--- config.mk ---
export PLATFORM = sky130hd
export DESIGN_NAME = rom_dl_router
export DESIGN_NICKNAME = d
export VERILOG_FILES = /design/src/rtl/rom_dl_router.sv
export SDC_FILE = /design/constraint.sdc
export NUM_CORES = 1
export LEC_CHECK = 0
export CORE_MARGIN = 2
export CORE_UTILIZATION = 35
export CTS_CLUSTER_SIZE = 16
export DETAILED_ROUTE_END_ITERATION = 6
export GPL_ROUTABILITY_DRIVEN = 0
export SLEW_MARGIN = 15
export SYNTH_ARGS = -nofsm -noshare
export SYNTH_HDL_FRONTEND = slang
export SYNTH_SLANG_ARGS = --single-unit
--- constraint.sdc ---
create_clock -name clk -period 5.4 [get_ports clk]
set_input_delay 1.62 -clock clk [delete_from_list [all_inputs] [get_ports clk]]
set_output_delay 1.62 -clock clk [all_outputs]
set_load 0.03 [all_outputs]
--- src/rtl/rom_dl_router.sv ---
// rom_dl_router: turns the linear HPS download stream into per-region ROM
// write strobes with region-local addresses. It tracks the byte count and an
// 8-bit checksum, and keeps the core in reset until a complete image has landed.
module rom_dl_router #(
   parameter logic [15:0] CPU_END  = 16'h7FFF,
   parameter logic [15:0] SND_END  = 16'h8FFF,
   parameter logic [15:0] GFX_END  = 16'hAFFF,
   parameter logic [16:0] IMG_SIZE = 17'hB020
) (
   input  logic        clk,
   input  logic        RESET,
   input  logic        dl_active,
   input  logic        dl_wr,
   input  logic [15:0] dl_addr,
   input  logic [7:0]  dl_data,
   output logic        cpu_we,
   output logic        snd_we,
   output logic        gfx_we,
   output logic        prom_we,
   output logic [15:0] rom_addr,
   output logic [7:0]  rom_data,
   output logic [16:0] byte_count,
   output logic [7:0]  checksum,
   output logic        rom_ready,
   output logic        core_reset
);

   typedef enum logic [2:0] {S_IDLE, S_LOAD, S_CHECK, S_READY, S_FAIL} state_t;

   state_t      state;
   logic        dl_active_prev;
   logic        overflow;
   logic        rise;
   logic        fall;
   logic        accept;
   logic [3:0]  region;        // one-hot {prom, gfx, snd, cpu}
   logic [15:0] local_addr;
   logic        out_of_range;

   assign rise   = dl_active & ~dl_active_prev;
   assign fall   = ~dl_active & dl_active_prev;
   assign accept = dl_wr && (state == S_LOAD);

   // Decode the linear address into a region and its region-local offset.
   always_comb begin
      region       = 4'b0000;
      local_addr   = 16'h0000;
      out_of_range = 1'b0;
      if (dl_addr <= CPU_END) begin
         region     = 4'b0001;
         local_addr = dl_addr;
      end else if (dl_addr <= SND_END) begin
         region     = 4'b0010;
         local_addr = dl_addr - (CPU_END + 16'd1);
      end else if (dl_addr <= GFX_END) begin
         region     = 4'b0100;
         local_addr = dl_addr - (SND_END + 16'd1);
      end else if ({1'b0, dl_addr} < IMG_SIZE) begin
         region     = 4'b1000;
         local_addr = dl_addr - (GFX_END + 16'd1);
      end else begin
         out_of_range = 1'b1;
      end
   end

   // Download FSM with registered strobes, counters and core-reset control.
   // dl_active_prev resets high so that a download already in progress when
   // reset hits must drop and rise again before bytes are accepted.
   always_ff @(posedge clk or posedge RESET) begin
      if (RESET) begin
         state          <= S_IDLE;
         dl_active_prev <= 1'b1;
         overflow       <= 1'b0;
         cpu_we         <= 1'b0;
         snd_we         <= 1'b0;
         gfx_we         <= 1'b0;
         prom_we        <= 1'b0;
         rom_addr       <= 16'h0000;
         rom_data       <= 8'h00;
         byte_count     <= 17'h00000;
         checksum       <= 8'h00;
         rom_ready      <= 1'b0;
         core_reset     <= 1'b1;
      end else begin
         dl_active_prev <= dl_active;
         {prom_we, gfx_we, snd_we, cpu_we} <= 4'b0000;
         // Derived from the registered ready flag, so it trails the state by a cycle.
         core_reset     <= ~rom_ready | dl_active;
         case (state)
            S_IDLE, S_READY, S_FAIL: begin
               if (rise) begin
                  state      <= S_LOAD;
                  byte_count <= 17'h00000;
                  checksum   <= 8'h00;
                  overflow   <= 1'b0;
                  rom_ready  <= 1'b0;
               end
            end
            S_LOAD: begin
               // A byte arriving on the same edge dl_active falls is still taken.
               if (accept) begin
                  if (out_of_range) begin
                     overflow <= 1'b1;
                  end else begin
                     {prom_we, gfx_we, snd_we, cpu_we} <= region;
                     rom_addr <= local_addr;
                     rom_data <= dl_data;
                     if (byte_count != 17'h1FFFF)
                        byte_count <= byte_count + 17'd1;
                     checksum <= checksum + dl_data;
                  end
               end
               if (fall)
                  state <= S_CHECK;
            end
            S_CHECK: begin
               if ((byte_count == IMG_SIZE) && !overflow) begin
                  state     <= S_READY;
                  rom_ready <= 1'b1;
               end else begin
                  state <= S_FAIL;
               end
            end
            default: state <= S_IDLE;
         endcase
      end
   end

endmodule

==> run summary <==
status -> complete, no violations
share of cells above drive strength 1 -> 0.138
Max Clk Rate -> 246 MHz
top post-synthesis cells by area -> dfrtp_1 46%, mux2_2 7.6%, ha_1 5.6%
largest area contributor in the netlist -> dfrtp_1
vias in the first global route -> 2,639
final hold viol count -> 0
Filler cells -> 855
via count -> 2,637
met3 usage in global routing -> 0.0390
synthesized instance count -> 292
post_cts resized -> 0
largest net degree at the start of global routing -> 43
hold depth -> 1
synthesis-to-finish area growth -> 35.1%
Top Ports -> 83
simple-gate share of the synthesized area -> 0.160
Post-Syn Nets -> 335
mapped cell area -> 0.00313 sq mm
RSZ-0062 raised after global routing -> no
max_slew headroom -> 0.398
drt pass-1 iters -> 5
Avg Inst Size Synth -> 10.7 sq um
Clock Path Buffers -> 2
Die X -> 98.6 um
most frequent cells after synthesis -> 58 x dfrtp_1, 23 x nand2_1, 21 x mux2_2
Crit path arrival time -> 4.29 ns
Site Rows -> 34
Worst-Margin Slew -> 0.902 ns
most numerous cell in the Yosys netlist -> dfrtp_1
sequential fraction of the synthesis area -> 0.480
Clock Sinks -> 60
Synth Area in Adders -> 0.0655
IR drop worst, VDD -> 0.000259 V
top cell type's share of synthesized area -> 0.463
Pwr per Cell Area -> 488 mW/mm^2
Final ANT Viol Nets -> 0
Clock Skew -> 0.00540 ns
top_reg_cell synth -> dfrtp_1
H-tree Lvls -> 3
crit start category -> input port
hold_buf cts -> 0
clk slew on worst S/H paths -> 0.07 ns
first-pass GRT wire length -> 13.6 mm
DRT Wirelength -> 8.10 mm
HPWL Detailed -> 5.75 mm
M2 GR Usage -> 0.277
XOR/XNOR Fraction of Synth Area -> 0.0252
core area -> 0.00868 sq mm
asr flop ratio synth -> 1.00
# setup viols final -> 0
initial core utilization -> 0.361
synthesis-stage register bit count -> 60
initial antenna violation count -> 0
CTS Root Buffer Type -> clkbuf_8
post-CTS setup buffer count -> 0
R2R depth -> 9
Ys Warns -> 0
largest family of logic cells by synthesized area -> simple AND/OR/NAND/NOR gates
Cell variety after synth -> 52
worst skew pair latency -> 0.34 ns
GR Util met1 -> 0.242
Tcrit/Tclk final -> 0.754
Final Hold Slack -> 0.440 ns
CTS tree -> built
multiplexer share of the synthesized area -> 0.0787
capturing element type of the critical path -> flip-flop
max-slew violation count -> 0
CTS buffer count -> 9
grt peak-use layer -> met2
GRT overflow -> 0
WL/cell -> 16.5 um
type of the worst setup path -> input port to flip-flop
initial drt markers -> 82
Tightest Hold Check Type -> flip-flop to flip-flop
fin crit period -> 4.07 ns
required time of the critical path -> 5.62 ns
Chip Height -> 98.6 um
IO Port Bufs -> 82
DR vias/cell -> 5.36
final net count -> 422
full die area -> 0.00972 sq mm
DR DRC count -> 0
EDFF count, synth -> 0
final setup TNS -> 0 ns
critical-path maximum fanout -> 12
All-Layer GR Usage -> 0.176
Leak Pwr -> 1.75 nW
max_cap viols -> 0
Compound-Gate Fraction of Synth Area -> 0.159
n_diodes -> 0
-- sequential cells by signal (all words and copies together) (netlist names) --
| name | count |
|---|---|
| snd_we | 1 |
| gfx_we | 1 |
| checksum | 8 |
| rom_data | 8 |
| cpu_we | 1 |
| rom_addr | 16 |
| core_reset | 1 |
| overflow | 1 |
| byte_count | 17 |
| state | 3 |
| rom_ready | 1 |
| dl_active_prev | 1 |
| prom_we | 1 |
-- worst max-delay path, stage by stage --
cell             delay [ns]
clkdlybuf4s50_1        0.62
nand4b_1               0.22
nor4_2                 0.37
nor3b_2                0.19
a21oi_2                0.57
buf_4                  0.33
mux2_2                 0.36
-- worst paths after layout --
kind	start	end	slack, ns
min in group asynchronous	RESET	rom_data[2]	1.80
setup reg to reg	byte_count[3]	byte_count[5]	2.41
hold reg to reg	rom_ready	core_reset	0.44
setup / recovery	dl_addr[15]	rom_data[5]	1.33
max in group asynchronous	RESET	rom_addr[2]	2.80
hold / removal	rom_ready	core_reset	0.44
-- power breakdown --
part | leakage [nW] | internal [mW] | switching [mW]
registers | 0.770 | 0.592 | 0.111
logic | 0.894 | 0.441 | 0.567
clock network | 0.0844 | 0.178 | 0.175
total | 1.75 | 1.21 | 0.853
-- placed cells by master, fill, tap and decap left out, types with 3 or more instances in the layout --
cell,netlist,layout
a21o_1,6,6
a21oi_1,20,19
a22o_1,6,6
a31o_2,3,3
clkbuf_1,3,4
clkbuf_8,0,10
clkdlybuf4s50_1,0,82
dfrtp_1,58,58
ha_1,14,14
inv_1,16,15
mux2_2,21,21
nand2_1,23,23
nand2b_1,5,5
nand3_1,11,11
nand4_1,4,4
nor2_1,18,18
nor3_1,5,5
nor3b_1,3,3
nor4_1,3,3
o211ai_1,3,3
o21a_1,3,3
o21ai_0,10,10
o31ai_1,6,6
or4_1,4,4
xnor2_1,6,6
xor2_1,3,3
-- per-stage QoR --
step,setup WS (ns),cells,power (mW),area [sq um],utilization
after global placement,1.06,476,1.70,4070,0.469
after CTS,1.39,492,2.08,4230,0.487
final,1.33,492,2.06,4230,0.487
after global routing,1.12,492,2.20,4230,0.487
after floorplan,2.10,292,1.33,3130,-
after detailed placement,1.04,476,1.72,4070,0.469
-- routing by layer --
| layer | vias to the layer above | routed length (um) |
|---|---|---|
| met5 | - | 0 |
| li1 | 1244 | - |
| met2 | 81 | 3820 |
| met3 | 13 | 428 |
| met1 | 1299 | 3710 |
| met4 | 0 | 139 |
-- layout make-up --
cell class | instances | area, sq um | share of cell area
clock buffer | 14 | 153 | 0.0361
clock inverter | 2 | 10.0 | 0.00237
inverter | 16 | 60.1 | 0.0142
multi-input combinational | 208 | 1530 | 0.362
sequential | 60 | 1500 | 0.356
tap | 108 | 135 | 0.0319
timing repair buffer | 84 | 836 | 0.198
-- logic make-up after synthesis --
kind of cell / after synthesis
XOR/XNOR: 9
AO/OA/AOI/OAI: 70
buffers and inverters: 24
flip-flops: 60
multiplexers: 22
AND/OR/NAND/NOR: 91
adder cells (fa/ha/maj): 16
(Power assumes the default switching activity.)
==> edit: new RTL, same settings <==
Register the output `byte_count` once more, cleared by the reset; this adds one clock of latency there. The other outputs are not delayed to match.
--- a/src/rtl/rom_dl_router.sv
+++ b/src/rtl/rom_dl_router.sv
@@ -27,4 +27,6 @@
 
    typedef enum logic [2:0] {S_IDLE, S_LOAD, S_CHECK, S_READY, S_FAIL} state_t;
+
+   logic [16:0] byte_count_s0;
 
    state_t      state;
@@ -78,5 +80,5 @@
          rom_addr       <= 16'h0000;
          rom_data       <= 8'h00;
-         byte_count     <= 17'h00000;
+         byte_count_s0  <= 17'h00000;
          checksum       <= 8'h00;
          rom_ready      <= 1'b0;
@@ -91,5 +93,5 @@
                if (rise) begin
                   state      <= S_LOAD;
-                  byte_count <= 17'h00000;
+                  byte_count_s0 <= 17'h00000;
                   checksum   <= 8'h00;
                   overflow   <= 1'b0;
@@ -106,6 +108,6 @@
                      rom_addr <= local_addr;
                      rom_data <= dl_data;
-                     if (byte_count != 17'h1FFFF)
-                        byte_count <= byte_count + 17'd1;
+                     if (byte_count_s0 != 17'h1FFFF)
+                        byte_count_s0 <= byte_count_s0 + 17'd1;
                      checksum <= checksum + dl_data;
                   end
@@ -115,5 +117,5 @@
             end
             S_CHECK: begin
-               if ((byte_count == IMG_SIZE) && !overflow) begin
+               if ((byte_count_s0 == IMG_SIZE) && !overflow) begin
                   state     <= S_READY;
                   rom_ready <= 1'b1;
@@ -127,4 +129,12 @@
    end
 
+   always_ff @(posedge clk or posedge RESET) begin
+      if (RESET) begin
+         byte_count <= '0;
+      end else begin
+         byte_count <= byte_count_s0;
+      end
+   end
+
 endmodule
 
Behaviour: not the same (a bounded check fails within 4 cycles, from zero or initial values and one cycle with RESET high).
==> edit against the unedited design <==
Worst hold slack gained 0.0018 ns. Sequential power grew 15%. Total power grew 5.1%. Wire length shrank 1.8%. Count of clock-buffer cells in the layout shrank 4. Final cell count grew 18%. Fmax grew 0.64%. Setup slack gained 0.026 ns. Via count grew 9.9%. Global-route usage shrank 2.0 points. Area after synthesis grew 13%. Design area grew 11%. Sequential cell count grew 17. Die area grew 13%. Critical endpoint is now byte_count_s0[6]. Largest cell class is now registers.
==> edit: results (changes against the unedited design) <==
| Metric | Value |
|---|---|
| Final instance count without filler cells | `581 (+18%)` |
| Antenna cell count | `0 (unchanged)` |
| Worst skew pair latency | `0.35 ns` |
| Compound-Gate Fraction of Synth Area | `0.1308 (-0.02819)` |
| GRT Resource Usage Total | `0.1556 (-0.02032)` |
| Combinational share of power | `0.431 (-0.057)` |
| Detailed Route WL | `7.953 mm (-1.8%)` |
| Synth top cells by count | `89 x nand2_1, 75 x dfrtp_1, 20 x a21oi_1, 20 x o21ai_0, 18 x nor2_1` |
| Largest net degree at the start of global routing | `53 (+23%)` |
| Total power draw | `0.002169 W (+5.1%)` |
| Final Skew | `0.01218 ns (+0.006789 ns)` |
| Biggest regs | `byte_count x17, byte_count_s0 x17, rom_addr x16` |
| Vias in the first global route | `2777 (+5.2%)` |
| Slew headroom | `0.3507 (-0.04695)` |
| Crit-path leading delay family | `simple AND/OR/NAND/NOR gates` |
| Pwr/cell area | `460.7 nW/um^2 (-5.6%)` |
| HPWL after DPL | `5.711 mm (-0.76%)` |
| Initial DRC Count | `115 (+40%)` |
| Tmin final | `4.045 ns (-0.02584 ns)` |
| Placed cell count | `565 (+19%)` |
| Seq group | `0.000810 W (+15%)` |
| DR pass1 iterations | `4 (-1)` |
| H-Tree Depth | `3 (unchanged)` |
| WHS | `0.4415 ns (+0.001841 ns)` |
| Critical Path Fanout Max | `25 (+13)` |
| Slowest Stage Delay on Critical Path | `0.58 ns (-0.04 ns)` |
| Post-Syn Nets | `399 (+19%)` |
| Global-route wire length before repair | `13.68 mm (+0.51%)` |
| Post-Synthesis Cells | `357 (+22%)` |
| Xor/xnor share of the synthesized area | `0.01975 (-0.005424)` |
| Pre-CTS WS | `1.001 ns (-0.03609 ns)` |
| Final hold viol count | `0 (unchanged)` |
| Synth area leaders | `dfrtp_1 53%, nand2_1 9.4%, ha_1 4.6%` |
| Warnings from Yosys | `0 (unchanged)` |
| Total Nets Final | `485 (+15%)` |
| Worst min-delay path class | `flop to flop` |
| Data arrival, critical path | `4.30 ns (about the same)` |
| Post-synthesis sequential area ratio | `0.5437 (+0.06350)` |
| Adder-cell share of the synthesized area | `0.05148 (-0.01404)` |
| R2R setup slack | `2.23 ns (-0.18 ns)` |
| Slowest cell on the critical path | `or4_1` |
| Netlist cell types | `48 (-7.7%)` |
| Cell Area, Placed | `4516 um^2 (+11%)` |
| Pleak | `2.112 nW (+21%)` |
| Run status | `complete, no violations` |
| Internal Dissipation | `0.001302 W (+7.4%)` |
| Layout cells sized above 1 | `0.07143 (-0.06659)` |
| Fillers | `973 (+14%)` |
| Port Buffers | `82 (unchanged)` |
| Max IR drop VDD | `0.2093 mV (-19%)` |
| Post-synthesis mux area share | `0.002821 (-0.07588)` |
| Via count | `2899 (+9.9%)` |
## edit: cell types whose count changed after synthesis, moves of 4 or more
| cell | delta |
|---|---|
| buf_2 | -4 |
| nand2_1 | +66 |
| o21ai_0 | +10 |
| inv_1 | -5 |
| dfrtp_1 | +17 |
| mux2_2 | -21 |
| clkbuf_1 | +4 |
## edit: layout make-up
cell class                      instances  area [um^2]  area share
Inverter                               11        42.54    0.009035
Multi-Input combinational cell        258         1528      0.3245
Clock inverter                          6        63.81     0.01355
Timing Repair Buffer                   86        850.8      0.1807
Sequential cell                        77         1929      0.4098
Clock buffer                           10        127.6     0.02711
Tap cell                              133        166.4     0.03534
## edit: worst register-to-register path: cells and delay by family, from the launching register on
family / cells / cell delay [ns]
AOI/OAI and AO/OA: 4 / 1.04
DFF: 1 / 0.43
adders and majority gates: 2 / 0.47
and+or+nand+nor: 4 / 1.09
buffers and inverters: 1 / 0.07
## edit: path summary, 6_finish.rpt
check / depth (start not counted) / end / from
setup / recovery: 7 / byte_count_s0[6] / dl_addr[10]
hold reg to reg: 0 / byte_count[15] / byte_count_s0[15]
setup reg to reg: 11 / byte_count_s0[4] / byte_count_s0[1]
hold / removal: 0 / byte_count[15] / byte_count_s0[15]
min in group asynchronous: 2 / rom_data[7] / RESET
max in group asynchronous: 3 / byte_count[0] / RESET
## edit: cell families after synthesis
kind of cell	Yosys count
AOI/OAI and AO/OA	70
adders and majority gates	14
muxes	1
xor gates and xnor gates	8
buffers and inverters	22
DFF	77
and+or+nand+nor	165
## edit: layer usage
| layer | track usage | up-vias | routed length (um) |
|---|---|---|---|
| li1 | - | 1420 | - |
| met1 | 0.2173 | 1407 | 3890 |
| met2 | 0.2386 | 60 | 3629 |
| met3 | 0.02246 | 12 | 268 |
| met4 | 0.07429 | 0 | 165 |
| met5 | 0 | - | 0 |
